### config.mk
export PLATFORM = sky130hd
export DESIGN_NAME = lcd_frame_sequencer_flat
export DESIGN_NICKNAME = d
export VERILOG_FILES = /design/src/rtl/lcd_frame_sequencer_if.sv /design/src/rtl/lcd_frame_sequencer.sv /design/src/flat_wrapper.sv
export SDC_FILE = /design/constraint.sdc
export NUM_CORES = 1
export LEC_CHECK = 0
export ABC_AREA = 1
export CAP_MARGIN = 10
export CORE_AREA = 2 2 142 144
export CTS_CLUSTER_DIAMETER = 60
export DETAILED_ROUTE_END_ITERATION = 10
export DIE_AREA = 0 0 144 146
export GPL_TIMING_DRIVEN = 0
export MAX_ROUTING_LAYER = met4
export PLACE_DENSITY = 0.62
export SLEW_MARGIN = 10
export SYNTH_ARGS = -nofsm -noshare
export SYNTH_HDL_FRONTEND = slang
export SYNTH_SLANG_ARGS = --single-unit
### constraint.sdc
create_clock -name HCLK -period 5.35 [get_ports HCLK]
set_clock_uncertainty 0.2 [all_clocks]
set_input_delay 1.07 -clock HCLK [delete_from_list [all_inputs] [get_ports HCLK]]
set_output_delay 1.07 -clock HCLK [all_outputs]
set_load 0.02 [all_outputs]
### src/rtl/lcd_frame_sequencer_if.sv
// lcd_frame_sequencer_if: AHB-Lite write-master bus between the frame sequencer and the matrix.
interface lcd_frame_sequencer_if #(
   parameter int unsigned W_ADDR = 32,
   parameter int unsigned W_DATA = 32
) ();
   logic [1:0]        HTRANS;
   logic [2:0]        HBURST;
   logic [2:0]        HSIZE;
   logic [3:0]        HPROT;
   logic [W_ADDR-1:0] HADDR;
   logic              HWRITE;
   logic [W_DATA-1:0] HWDATA;
   logic              HREADY;
   logic [1:0]        HRESP;

   modport master (
      output HTRANS, HBURST, HSIZE, HPROT, HADDR, HWRITE, HWDATA,
      input  HREADY, HRESP
   );

   modport slave (
      input  HTRANS, HBURST, HSIZE, HPROT, HADDR, HWRITE, HWDATA,
      output HREADY, HRESP
   );
endinterface

### src/rtl/lcd_frame_sequencer.sv
// lcd_frame_sequencer: AHB-Lite master that programs lcd_drive_if and sequences a burst of frames,
// stepping brightness per frame and detecting end-of-frame by counting the driver's out_valid.
// Build option: define LCD_SEQ_BR_WRAP_EN to wrap the brightness step modulo 256 (default saturates).
module lcd_frame_sequencer #(
   parameter int unsigned       W_ADDR     = 32,
   parameter int unsigned       W_DATA     = 32,
   parameter logic [W_ADDR-1:0] LCD_BASE   = '0,
   parameter int unsigned       WIDTH      = 768,
   parameter int unsigned       HEIGHT     = 512,
   parameter int unsigned       DATA_COUNT = WIDTH * HEIGHT / 2,
   parameter int unsigned       W_FRM      = 8
) (
   input  logic             HCLK,
   input  logic             HRESETn,
   input  logic             seq_start,
   input  logic             seq_abort,
   input  logic [W_FRM-1:0] cfg_n_frames,
   input  logic             cfg_br_mode,
   input  logic [7:0]       cfg_br_init,
   input  logic [7:0]       cfg_br_step,
   input  logic             lcd_valid,
   lcd_frame_sequencer_if.master m,
   output logic             busy,
   output logic             done,
   output logic             err,
   output logic [W_FRM-1:0] frame_idx
);
   localparam int unsigned       W_VCNT       = 25;
   localparam logic [1:0]        HTRANS_IDLE  = 2'b00;
   localparam logic [1:0]        HTRANS_NSEQ  = 2'b10;
   localparam logic [1:0]        RESP_ERROR   = 2'b01;
   localparam logic [W_VCNT-1:0] FRAME_VALIDS = W_VCNT'(DATA_COUNT + 1);

   typedef enum logic [2:0] {ST_IDLE, ST_ADDR, ST_DATA, ST_WAIT_FIRST, ST_WAIT_END} state_t;
   typedef enum logic [3:0] {WR_WIDTH, WR_HEIGHT, WR_DCNT, WR_MODE, WR_BR_CFG,
                             WR_START, WR_STOP, WR_BR_NEXT, WR_ABORT} wr_t;

   state_t            state_q, state_d;
   wr_t               wr_q, wr_d;
   logic [W_FRM-1:0]  n_frames_q, n_frames_d;
   logic              mode_q, mode_d;
   logic [7:0]        br_q, br_d;
   logic [7:0]        step_q, step_d;
   logic [W_VCNT-1:0] vcnt_q, vcnt_d;
   logic [W_FRM-1:0]  frame_q, frame_d;
   logic              busy_q, busy_d;
   logic              done_q, done_d;
   logic              err_q, err_d;
   logic              abort_q, abort_d;
   logic [1:0]        htrans_q, htrans_d;
   logic [W_ADDR-1:0] haddr_q, haddr_d;
   logic              hwrite_q, hwrite_d;
   logic [W_DATA-1:0] hwdata_q, hwdata_d;

   logic [8:0]        br_sum;
   logic [7:0]        br_next;
   logic [W_FRM-1:0]  frame_inc;
   logic              abort_now;
   logic              launch;
   wr_t               launch_wr;
   logic [7:0]        launch_off;
   logic [W_DATA-1:0] launch_data;

   // Per-frame brightness step: 9-bit sum, then saturate or wrap.
   assign br_sum = {1'b0, br_q} + {1'b0, step_q};
`ifdef LCD_SEQ_BR_WRAP_EN
   assign br_next = br_sum[7:0];
`else
   assign br_next = br_sum[8] ? 8'hFF : br_sum[7:0];
`endif

   assign frame_inc = frame_q + W_FRM'(1);
   assign abort_now = seq_abort | abort_q;

   // State register and all registered outputs.
   always_ff @(posedge HCLK or negedge HRESETn) begin
      if (!HRESETn) begin
         state_q    <= ST_IDLE;
         wr_q       <= WR_WIDTH;
         n_frames_q <= '0;
         mode_q     <= 1'b0;
         br_q       <= '0;
         step_q     <= '0;
         vcnt_q     <= '0;
         frame_q    <= '0;
         busy_q     <= 1'b0;
         done_q     <= 1'b0;
         err_q      <= 1'b0;
         abort_q    <= 1'b0;
         htrans_q   <= HTRANS_IDLE;
         haddr_q    <= '0;
         hwrite_q   <= 1'b0;
         hwdata_q   <= '0;
      end else begin
         state_q    <= state_d;
         wr_q       <= wr_d;
         n_frames_q <= n_frames_d;
         mode_q     <= mode_d;
         br_q       <= br_d;
         step_q     <= step_d;
         vcnt_q     <= vcnt_d;
         frame_q    <= frame_d;
         busy_q     <= busy_d;
         done_q     <= done_d;
         err_q      <= err_d;
         abort_q    <= abort_d;
         htrans_q   <= htrans_d;
         haddr_q    <= haddr_d;
         hwrite_q   <= hwrite_d;
         hwdata_q   <= hwdata_d;
      end
   end

   // Sequencer next-state: frame flow, single-outstanding write engine, abort handling.
   always_comb begin
      state_d     = state_q;
      wr_d        = wr_q;
      n_frames_d  = n_frames_q;
      mode_d      = mode_q;
      br_d        = br_q;
      step_d      = step_q;
      vcnt_d      = vcnt_q + W_VCNT'(lcd_valid);
      frame_d     = frame_q;
      busy_d      = busy_q;
      done_d      = 1'b0;
      err_d       = err_q;
      abort_d     = abort_q | (seq_abort & (state_q != ST_IDLE));
      htrans_d    = htrans_q;
      haddr_d     = haddr_q;
      hwrite_d    = hwrite_q;
      hwdata_d    = hwdata_q;
      launch      = 1'b0;
      launch_wr   = wr_q;
      launch_off  = 8'h00;
      launch_data = '0;

      case (state_q)
         ST_IDLE: begin
            vcnt_d  = '0;
            abort_d = 1'b0;
            if (seq_start && !seq_abort) begin
               n_frames_d = cfg_n_frames;
               mode_d     = cfg_br_mode;
               br_d       = cfg_br_init;
               step_d     = cfg_br_step;
               frame_d    = '0;
               err_d      = 1'b0;
               if (cfg_n_frames == '0) begin
                  done_d = 1'b1;
               end else begin
                  busy_d    = 1'b1;
                  launch    = 1'b1;
                  launch_wr = WR_WIDTH;
               end
            end
         end
         ST_ADDR: begin
            if (m.HREADY) begin
               state_d  = ST_DATA;
               htrans_d = HTRANS_IDLE;
               hwrite_d = 1'b0;
            end
         end
         ST_DATA: begin
            if (m.HRESP == RESP_ERROR) begin
               err_d   = 1'b1;
               busy_d  = 1'b0;
               abort_d = 1'b0;
               state_d = ST_IDLE;
            end else if (m.HREADY) begin
               if (wr_q == WR_ABORT) begin
                  busy_d  = 1'b0;
                  abort_d = 1'b0;
                  state_d = ST_IDLE;
               end else if (abort_now) begin
                  launch    = 1'b1;
                  launch_wr = WR_ABORT;
               end else begin
                  case (wr_q)
                     WR_WIDTH:  begin launch = 1'b1; launch_wr = WR_HEIGHT; end
                     WR_HEIGHT: begin launch = 1'b1; launch_wr = WR_DCNT;   end
                     WR_DCNT:   begin launch = 1'b1; launch_wr = WR_MODE;   end
                     WR_MODE:   begin launch = 1'b1; launch_wr = WR_BR_CFG; end
                     WR_BR_CFG, WR_BR_NEXT: begin
                        launch    = 1'b1;
                        launch_wr = WR_START;
                        vcnt_d    = '0;
                     end
                     WR_START:  state_d = ST_WAIT_FIRST;
                     WR_STOP:   state_d = ST_WAIT_END;
                     default:   state_d = ST_IDLE;
                  endcase
               end
            end
         end
         ST_WAIT_FIRST: begin
            if (abort_now) begin
               launch    = 1'b1;
               launch_wr = WR_ABORT;
            end else if (lcd_valid || (vcnt_q != '0)) begin
               launch    = 1'b1;
               launch_wr = WR_STOP;
            end
         end
         ST_WAIT_END: begin
            if (abort_now) begin
               launch    = 1'b1;
               launch_wr = WR_ABORT;
            end else if (vcnt_q >= FRAME_VALIDS) begin
               frame_d = frame_inc;
               if (frame_inc == n_frames_q) begin
                  done_d  = 1'b1;
                  busy_d  = 1'b0;
                  state_d = ST_IDLE;
               end else begin
                  br_d      = br_next;
                  launch    = 1'b1;
                  launch_wr = WR_BR_NEXT;
               end
            end
         end
         default: state_d = ST_IDLE;
      endcase

      case (launch_wr)
         WR_WIDTH:   begin launch_off = 8'h00; launch_data = W_DATA'(WIDTH);      end
         WR_HEIGHT:  begin launch_off = 8'h04; launch_data = W_DATA'(HEIGHT);     end
         WR_DCNT:    begin launch_off = 8'h1C; launch_data = W_DATA'(DATA_COUNT); end
         WR_MODE:    begin launch_off = 8'h24; launch_data = W_DATA'(mode_d);     end
         WR_BR_CFG,
         WR_BR_NEXT: begin launch_off = 8'h28; launch_data = W_DATA'(br_d);       end
         WR_START:   begin launch_off = 8'h20; launch_data = W_DATA'(1);          end
         default:    begin launch_off = 8'h20; launch_data = '0;                  end
      endcase

      if (launch) begin
         state_d  = ST_ADDR;
         wr_d     = launch_wr;
         htrans_d = HTRANS_NSEQ;
         hwrite_d = 1'b1;
         haddr_d  = LCD_BASE + W_ADDR'(launch_off);
         hwdata_d = launch_data;
      end
   end

   assign m.HTRANS = htrans_q;
   assign m.HBURST = 3'b000;
   assign m.HSIZE  = 3'b010;
   assign m.HPROT  = 4'b0001;
   assign m.HADDR  = haddr_q;
   assign m.HWRITE = hwrite_q;
   assign m.HWDATA = hwdata_q;

   assign busy      = busy_q;
   assign done      = done_q;
   assign err       = err_q;
   assign frame_idx = frame_q;
endmodule

### src/flat_wrapper.sv
// flat-port wrapper written by rule: the top's interface ports become plain ports
module lcd_frame_sequencer_flat 
#(
   parameter int unsigned       W_ADDR     = 32,
   parameter int unsigned       W_DATA     = 32,
   parameter logic [W_ADDR-1:0] LCD_BASE   = '0,
   parameter int unsigned       WIDTH      = 768,
   parameter int unsigned       HEIGHT     = 512,
   parameter int unsigned       DATA_COUNT = WIDTH * HEIGHT / 2,
   parameter int unsigned       W_FRM      = 8
)
  (HCLK, HRESETn, seq_start, seq_abort, cfg_n_frames, cfg_br_mode, cfg_br_init, cfg_br_step, lcd_valid, busy, done, err, frame_idx, m_HTRANS, m_HBURST, m_HSIZE, m_HPROT, m_HADDR, m_HWRITE, m_HWDATA, m_HREADY, m_HRESP);
  lcd_frame_sequencer_if #(.W_ADDR(W_ADDR), .W_DATA(W_DATA)) m_i ();
  input  logic HCLK;
  input  logic HRESETn;
  input  logic seq_start;
  input  logic seq_abort;
  input  logic [W_FRM-1:0] cfg_n_frames;
  input  logic cfg_br_mode;
  input  logic [7:0] cfg_br_init;
  input  logic [7:0] cfg_br_step;
  input  logic lcd_valid;
  output logic busy;
  output logic done;
  output logic err;
  output logic [W_FRM-1:0] frame_idx;
  output wire logic [$bits(m_i.HTRANS)-1:0] m_HTRANS;
  output wire logic [$bits(m_i.HBURST)-1:0] m_HBURST;
  output wire logic [$bits(m_i.HSIZE)-1:0] m_HSIZE;
  output wire logic [$bits(m_i.HPROT)-1:0] m_HPROT;
  output wire logic [$bits(m_i.HADDR)-1:0] m_HADDR;
  output wire logic [$bits(m_i.HWRITE)-1:0] m_HWRITE;
  output wire logic [$bits(m_i.HWDATA)-1:0] m_HWDATA;
  input wire logic [$bits(m_i.HREADY)-1:0] m_HREADY;
  input wire logic [$bits(m_i.HRESP)-1:0] m_HRESP;
  assign m_HTRANS = m_i.HTRANS;
  assign m_HBURST = m_i.HBURST;
  assign m_HSIZE = m_i.HSIZE;
  assign m_HPROT = m_i.HPROT;
  assign m_HADDR = m_i.HADDR;
  assign m_HWRITE = m_i.HWRITE;
  assign m_HWDATA = m_i.HWDATA;
  assign m_i.HREADY = m_HREADY;
  assign m_i.HRESP = m_HRESP;
  lcd_frame_sequencer #(.W_ADDR(W_ADDR), .W_DATA(W_DATA), .LCD_BASE(LCD_BASE), .WIDTH(WIDTH), .HEIGHT(HEIGHT), .DATA_COUNT(DATA_COUNT), .W_FRM(W_FRM)) u_core (.HCLK(HCLK), .HRESETn(HRESETn), .seq_start(seq_start), .seq_abort(seq_abort), .cfg_n_frames(cfg_n_frames), .cfg_br_mode(cfg_br_mode), .cfg_br_init(cfg_br_init), .cfg_br_step(cfg_br_step), .lcd_valid(lcd_valid), .m(m_i), .busy(busy), .done(done), .err(err), .frame_idx(frame_idx));
endmodule
==> run metrics, run 1 <==
status=complete, no violations; crit end category=flip-flop; Seq. cell area=0.00213 mm²; Hold Buf Count CTS=0; total track usage=14.0%; period utilisation layout=68.9%; Pre-antenna DRT Iters=5; setup slack on the worst flop-to-flop path=2.58 ns; Longest Clk Path Bufs=2; CTS tree=done; Top Family by Delay on Critical Path=simple AND/OR/NAND/NOR gates; maximum vdd drop=163 µV; die height=146 µm; clock latency on the worst-skew pair=about 0.35 ns; # diodes=0; DRT iter0 DRCs=323; multi-input logic area=0.00296 mm²; H-tree depth=3; Worst-path clk slew=approximately 0.060 ns; Peak Freq=271 MHz; # IOs=121; Core Footprint=0.0193 mm²; Yosys Warn Count=0; #FFs+latches synth=between 80 and 90; top cell type's share of synthesized area=a little under two fifths; Post-Synthesis Cell Area=between 0.005 and 0.006 mm²; drt total wl=between 10,000 and 15,000 µm; vias in the first global route=4,714; Cell Chain, Critical Path=clkdlybuf4s50_1 > ha_1 > ha_1 > nand3_1 > nor2_1 > nand2_1 > nor2_2 > inv_1 > nor4_2 > nand3_1 > nor3_4 > nand3_1 > nor2_1 > nand2_1 > nand2_1 > nor2_1; Post-synth EDFFs=0; fin cells=1,176; Die Wd=144 µm; Setup crit start kind=input port; clock sinks=85; Hold Path Cell Cnt=2; Reg2Reg Depth=12; ys async rst share=100%; first-pass GRT wire length=22,900 µm; setup_tns=0 ns; slowest cell delay on critical path=0.55 ns; leading area contributor after synthesis=dfrtp_1; placed cells=roughly 1,200; row count=51; share of layout cells above drive strength 1=15.0%; Starting Density=29.6%; drc violations=0; largest net degree at the start of global routing=58; Setup violations, final=0; Yosys cell types=between 50 and 60; die area=0.0210 mm²; DP HPWL=around 11,000 µm; RSZ-0062 raised after global routing=no; Leakage=3.54 nW; post-synthesis cell count=~780; DR vias=5,124; Pwr Total=approximately 3.3 mW; max-cap violation count=0; Hold Vio Cnt, Final=0; Max-slew headroom=56.0%; antenna violations before repair=0; Resized Gates After CTS=0; CTS Buf Count=9; Stages on worst setup path=16; Pins Over Slew Limit=0; root buf cell=clkbuf_16; Final Wtd Congestion=0.909; Nets=951; Hold Crit Class=flip-flop to flip-flop; Main synth FF type=dfrtp_1; Slew @ Worst Pin=0.660 ns; buffers plus inverters on the worst setup path=2; crit path max fanout=6; Required @ worst endpoint=around 5.4 ns; Fillers=2,037; grt ovf=0; Final Critical Period=3.69 ns; Detail Route Antenna Nets=0; Area growth, synth to finish=26.4%; Pwr per Cell Area=462 mW/mm²; Area contributors post-synth=dfrtp_1 (37%), nand2_1 (13%), buf_4 (8.0%); Seq/Total Area, Yosys=37.2%; mean number of vias per cell=roughly 4.4; # Post-CTS Setup Buffers=0; Syn Area/Cell=7.38 µm²; WS Path Type=input port to flip-flop; WL/cell=between 10 and 15 µm; Crit-path slowest cell=clkdlybuf4s50_1; WP data arrival=3.73 ns; IO buf count=61
-- final timing paths --
kind,startpoint,to
min in group asynchronous,HRESETn,u_core.m.HWDATA[0]
max in group asynchronous,HRESETn,u_core.step_q[6]
hold reg to reg,u_core.m.HWDATA[8],u_core.m.HWDATA[8]
hold / removal,u_core.m.HWDATA[8],u_core.m.HWDATA[8]
setup / recovery,lcd_valid,u_core.vcnt_q[22]
setup reg to reg,u_core.br_q[0],u_core.m.HWDATA[7]
-- where the power goes --
| part | total (mW) | internal, mW | switching, mW |
|---|---|---|---|
| clock network | 0.696 | 0.435 | 0.261 |
| registers | 0.982 | 0.830 | 0.152 |
| logic | 1.67 | 0.626 | 1.04 |
-- per-layer routing --
| metal | wire length [µm] | up-vias | global-route usage [%] |
|---|---|---|---|
| met5 | 0 | - | - |
| met4 | 223 | 0 | 4.46 |
| met3 | 707 | 13 | 2.73 |
| met2 | 6570 | 111 | 21.9 |
| met1 | 6640 | 2338 | 18.2 |
| li1 | - | 2662 | - |
-- cell families (layout without fill, tap and decap cells) --
kind of cell | after synthesis | after routing | share of synthesized area (%)
AND/OR/NAND/NOR | 400 | 400 | 31.9
buffers and inverters | 158 | 236 | 14.9
AO/OA/AOI/OAI | 106 | 106 | 11.2
flip-flops | 85 | 85 | 37.2
XOR/XNOR | 13 | 13 | 1.99
adder cells (fa/ha/maj) | 12 | 12 | 2.75
other | 2 | 59 | 0.131
-- cells in the final DEF (no fill, tap or decap), types with 2 or more instances in the layout --
cell type,count
nand2_4,5
nor2_4,5
xor2_1,9
clkbuf_16,9
o21ai_1,3
bufinv_16,2
a221oi_1,4
a21oi_1,32
nand3_2,7
inv_2,8
a31oi_1,3
buf_4,62
nand3_1,48
nor4_1,3
nand4_1,8
o21ai_0,33
o211ai_1,11
clkdlybuf4s50_1,60
nand2_1,204
buf_2,4
nor2_1,78
inv_1,76
nor2_2,11
nor3b_1,2
o31ai_1,4
conb_1,59
clkbuf_8,2
clkbuf_1,8
dfrtp_1,85
nand2_2,9
a22oi_1,4
nor3_1,15
ha_1,11
xnor2_1,4
-- worst register-to-register path, cell delays in order, from the launching register on --
cell	delay, ns
dfrtp_1	0.42
ha_1	0.23
fa_1	0.42
a21oi_1	0.16
o21ai_0	0.16
a21oi_1	0.25
inv_1	0.10
nor2_2	0.23
o21ai_0	0.12
o21ai_1	0.16
a21oi_2	0.08
nand2_1	0.07
nand2_1	0.04
-- sequential cells by signal, summed over array words and instances (netlist names) --
register           cells
u_core.abort_q         1
u_core.mode_q          1
u_core.n_frames_q      8
u_core.state_q         3
u_core.m.HWDATA       11
u_core.done            1
u_core.br_q            8
u_core.wr_q            4
u_core.err             1
u_core.vcnt_q         25
u_core.frame_idx       8
u_core.m.HTRANS        1
u_core.step_q          8
u_core.m.HADDR         4
u_core.busy            1
-- synthesized netlist by cell type (8+ instances only) --
| master | n |
|---|---|
| a21oi_1 | 32 |
| buf_4 | 61 |
| dfrtp_1 | 85 |
| ha_1 | 11 |
| inv_1 | 76 |
| inv_2 | 8 |
| nand2_1 | 204 |
| nand2_2 | 9 |
| nand3_1 | 48 |
| nand4_1 | 8 |
| nor2_1 | 78 |
| nor2_2 | 11 |
| nor3_1 | 15 |
| o211ai_1 | 11 |
| o21ai_0 | 33 |
| xor2_1 | 9 |
-- cell type report --
| type | instances | share of cell area (%) |
|---|---|---|
| buffer | 73 | 7.28 |
| sequential | 85 | 29.4 |
| inverter | 85 | 4.48 |
| clock inverter | 3 | 0.934 |
| tap | 265 | 4.58 |
| clock buffer | 13 | 3.60 |
| timing repair buffer | 62 | 8.79 |
| multi-input combinational | 590 | 40.9 |
-- stage by stage --
step                cell area, µm²  setup WS (ns)  util (%)  hold slack, ns
floorplan                     5940           2.26         -           0.239
global placement              6880         -0.200      35.6           0.265
detailed placement            6910           1.31      35.7           0.267
CTS                           7230           1.67      37.4           0.283
global route                  7230           1.42      37.4           0.300
finish                        7230           1.66      37.4           0.275
(Power assumes the default switching activity.)
==> run 2, diff against run 1 <==
- clock period: 5.35 -> 3.6 ns (I/O delays scaled with it)
==> results of run 2 <==
Same layout as run 1 (identical final DEF). Status: complete, no violations.
Among the figures that moved: setup slack after placement 1.31 ns -> -0.0887 ns; setup slack after layout 1.66 ns -> 0.263 ns; hold slack 0.275 ns -> 0.0995 ns; register-to-register setup slack 2.58 ns -> 0.83 ns; total power 3.35 mW -> 4.97 mW; worst IR drop on VDD 163 µV -> 243 µV
==> run 3, diff against run 2 <==
- CTS_CLUSTER_DIAMETER: 60 -> default
- CTS_CLUSTER_SIZE: default -> 12
- DONT_BUFFER_PORTS: default -> 1
- PLACE_DENSITY: 0.62 -> 0.54
==> run 3 against run 2 <==
  * Non-clock buffer count fell by 61
  * Routed wire length is 0.18% higher
  * Utilization decreased by 3.2 points
  * Final area fell by 8.7%
  * Worst hold slack worse by 0.043 ns
  * Worst setup slack improved by 0.44 ns
  * Largest power group unchanged
==> run metrics, run 3 (synthesis gave the netlist of run 1 again) <==
die height=146 µm (unchanged); Final Critical Period=2.89 ns; setup_tns=0 ns (unchanged); WL/cell=12.7 µm (+5.7%); Longest Clk Path Bufs=2 (unchanged); CTS tree=done; Final Wtd Congestion=0.883 (-2.9%); first-pass GRT wire length=22,900 µm (+0.18%); max reg flops=25 (unchanged); Leakage=3.31 nW (-6.6%); Worst-path clk slew=0.07 ns (about the same); worst reg2reg path startpoint=u_core.frame_idx[0]; row count=51 (unchanged); clock sinks=85 (unchanged); fin worst setup slack=0.707 ns; largest net degree at the start of global routing=86 (+48%); drt total wl=14,200 µm (+0.18%); # diodes=0 (unchanged); DR vias=4,904 (-4.3%); clock latency on the worst-skew pair=0.35 ns (about the same); max-cap violation count=0 (unchanged); Hold Crit Class=input port to async pin; Pins Over Slew Limit=0 (unchanged); period utilisation layout=80.3%; Die Wd=144 µm (unchanged); Reg2Reg Depth=16 (+4); status=complete, no violations; Nets=890 (-6.4%); Largest Register=u_core.vcnt_q; Max-slew headroom=57.7% (+1.8 points); WS Path Type=flip-flop to flip-flop; DR WL met2=6680 µm (+1.6%); Pre-antenna DRT Iters=5 (unchanged); WL met1=6420 µm (-3.3%); Cell Chain, Critical Path=ha_1 > nand2_2 > nor2_4 > nand3_1 > nand3_2 > nand2_1 > nor2_2 > nand3_2 > nand2_2 > o211ai_2 > o21ai_2 > nand2_4 > inv_6 > buf_8 > nor2_2 > a22o_1; mean number of vias per cell=4.40 (+0.94%); Fillers=2,085 (+2.4%); Core Footprint=0.0193 mm² (unchanged); multi-input logic area=0.00296 mm² (unchanged); pre-CTS setup slack=0.459 ns; Crit-path slowest cell=dfrtp_1; Setup crit start kind=flip-flop; slowest cell delay on critical path=0.59 ns (+0.04 ns); Top Family by Delay on Critical Path=simple AND/OR/NAND/NOR gates; Peak Freq=346 MHz; WP data arrival=roughly 3 ns; # IOs=121 (unchanged); crit end category=flip-flop; Hold Vio Cnt, Final=0 (unchanged); antenna violations before repair=0 (unchanged); metal3 WL=886 µm (+25%); most frequent cells in the layout=nand2_1 (204), dfrtp_1 (85), nor2_1 (78); Setup violations, final=0 (unchanged); IO buf count=0 (-100%); FF-to-FF End=u_core.m.HADDR[2]; CTS Buf Count=9 (unchanged); Pwr per Cell Area=714 mW/mm²; DP HPWL=10,900 µm (+0.78%); leading cell type in the layout, fill and taps excluded=nand2_1; total track usage=14.2% (+0.18 points); Starting Density=29.6% (unchanged); buffers plus inverters on the worst setup path=2 (unchanged); grt ovf=0 (unchanged); Slew @ Worst Pin=0.634 ns (-0.0263 ns); root buf cell=clkbuf_16; Detail Route Antenna Nets=0 (unchanged); H-tree depth=3 (unchanged); # Post-CTS Setup Buffers=0 (unchanged); max layer used=met4; crit path max fanout=10 (+4); vias in the first global route=4,542 (-3.6%); drc violations=0 (unchanged); maximum vdd drop=190 µV; DRT iter0 DRCs=284 (-12%); die area=0.0210 mm² (unchanged); Seq. cell area=0.00213 mm² (unchanged); Area growth, synth to finish=15.4%; setup slack on the worst flop-to-flop path=around 0.71 ns; share of layout cells above drive strength 1=16.0% (+0.96 points); RSZ-0062 raised after global routing=no; Required @ worst endpoint=~3.6 ns
## run 3: cell types whose count changed in the layout (fill, tap and decap cells not counted), sizes merged
cell,delta
buf,-1
clkbuf,-2
clkdlybuf4s50,-60
clkinv,+3
clkinvlp,-1
## run 3: worst reg2reg max path, cell delays in order, from the launching register on
cell	delay (ns)
dfrtp_1	0.59
ha_1	0.29
nand2_2	0.13
nor2_4	0.13
nand3_1	0.11
nand3_2	0.13
nand2_1	0.07
nor2_2	0.10
nand3_2	0.11
nand2_2	0.13
o211ai_2	0.09
o21ai_2	0.10
nand2_4	0.12
inv_6	0.10
buf_8	0.14
nor2_2	0.06
a22o_1	0.18
## run 3: where the power goes
group	internal, mW	switching (mW)
Sequential	1.23	0.348
Combinational	0.744	1.40
Clock	0.605	0.391
Total	2.58	2.13
## run 3: routing by layer
layer,vias to the layer above,global-route usage [%]
met3,12,3.36
met4,0,4.26
met5,-,-
met1,2236,17.9
met2,116,22.6
li1,2540,-
## run 3: stage by stage
step / hold WS [ns] / power, mW / cells / util [%] / area [µm²]
2_1_floorplan: 0.224 / 3.25 / 833 / - / 5940
4_1_cts: 0.104 / 4.77 / 1115 / 34.2 / 6610
3_5_place_dp: 0.228 / 3.72 / 1098 / 32.4 / 6270
3_3_place_gp: 0.230 / 3.72 / 1098 / 32.4 / 6270
6_report: 0.0561 / 4.72 / 1115 / 34.2 / 6610
5_1_grt: 0.122 / 5.15 / 1115 / 34.2 / 6610
## run 3: area by class of cell
type | count | share of cell area, %
multi-input cells | 590 | 44.8
flip-flops and latches | 85 | 32.2
plain buffers | 73 | 7.97
well taps | 265 | 5.02
inverters | 85 | 4.91
clock buffers | 11 | 3.52
clock inverters | 5 | 1.14
repair buffers | 1 | 0.417
## run 3: worst max path at each step
stage,from,endpoint,slack [ns],depth (start not counted)
final,u_core.frame_idx[0],u_core.m.HADDR[2],0.71,16
after global routing,u_core.frame_idx[0],u_core.m.HWDATA[16],0.45,17
after CTS,u_core.frame_idx[0],u_core.m.HADDR[2],0.67,16
after detailed placement,lcd_valid,u_core.vcnt_q[22],0.46,15
after global placement,lcd_valid,u_core.vcnt_q[22],0.47,15
after floorplan,lcd_valid,u_core.vcnt_q[22],0.86,15
## run 3: timing repair
| item | CTS | global route |
|---|---|---|
| hold buffers | 1 | 0 |
| gates resized for setup | 0 | 0 |
| endpoints found under the hold margin | 85 | 0 |
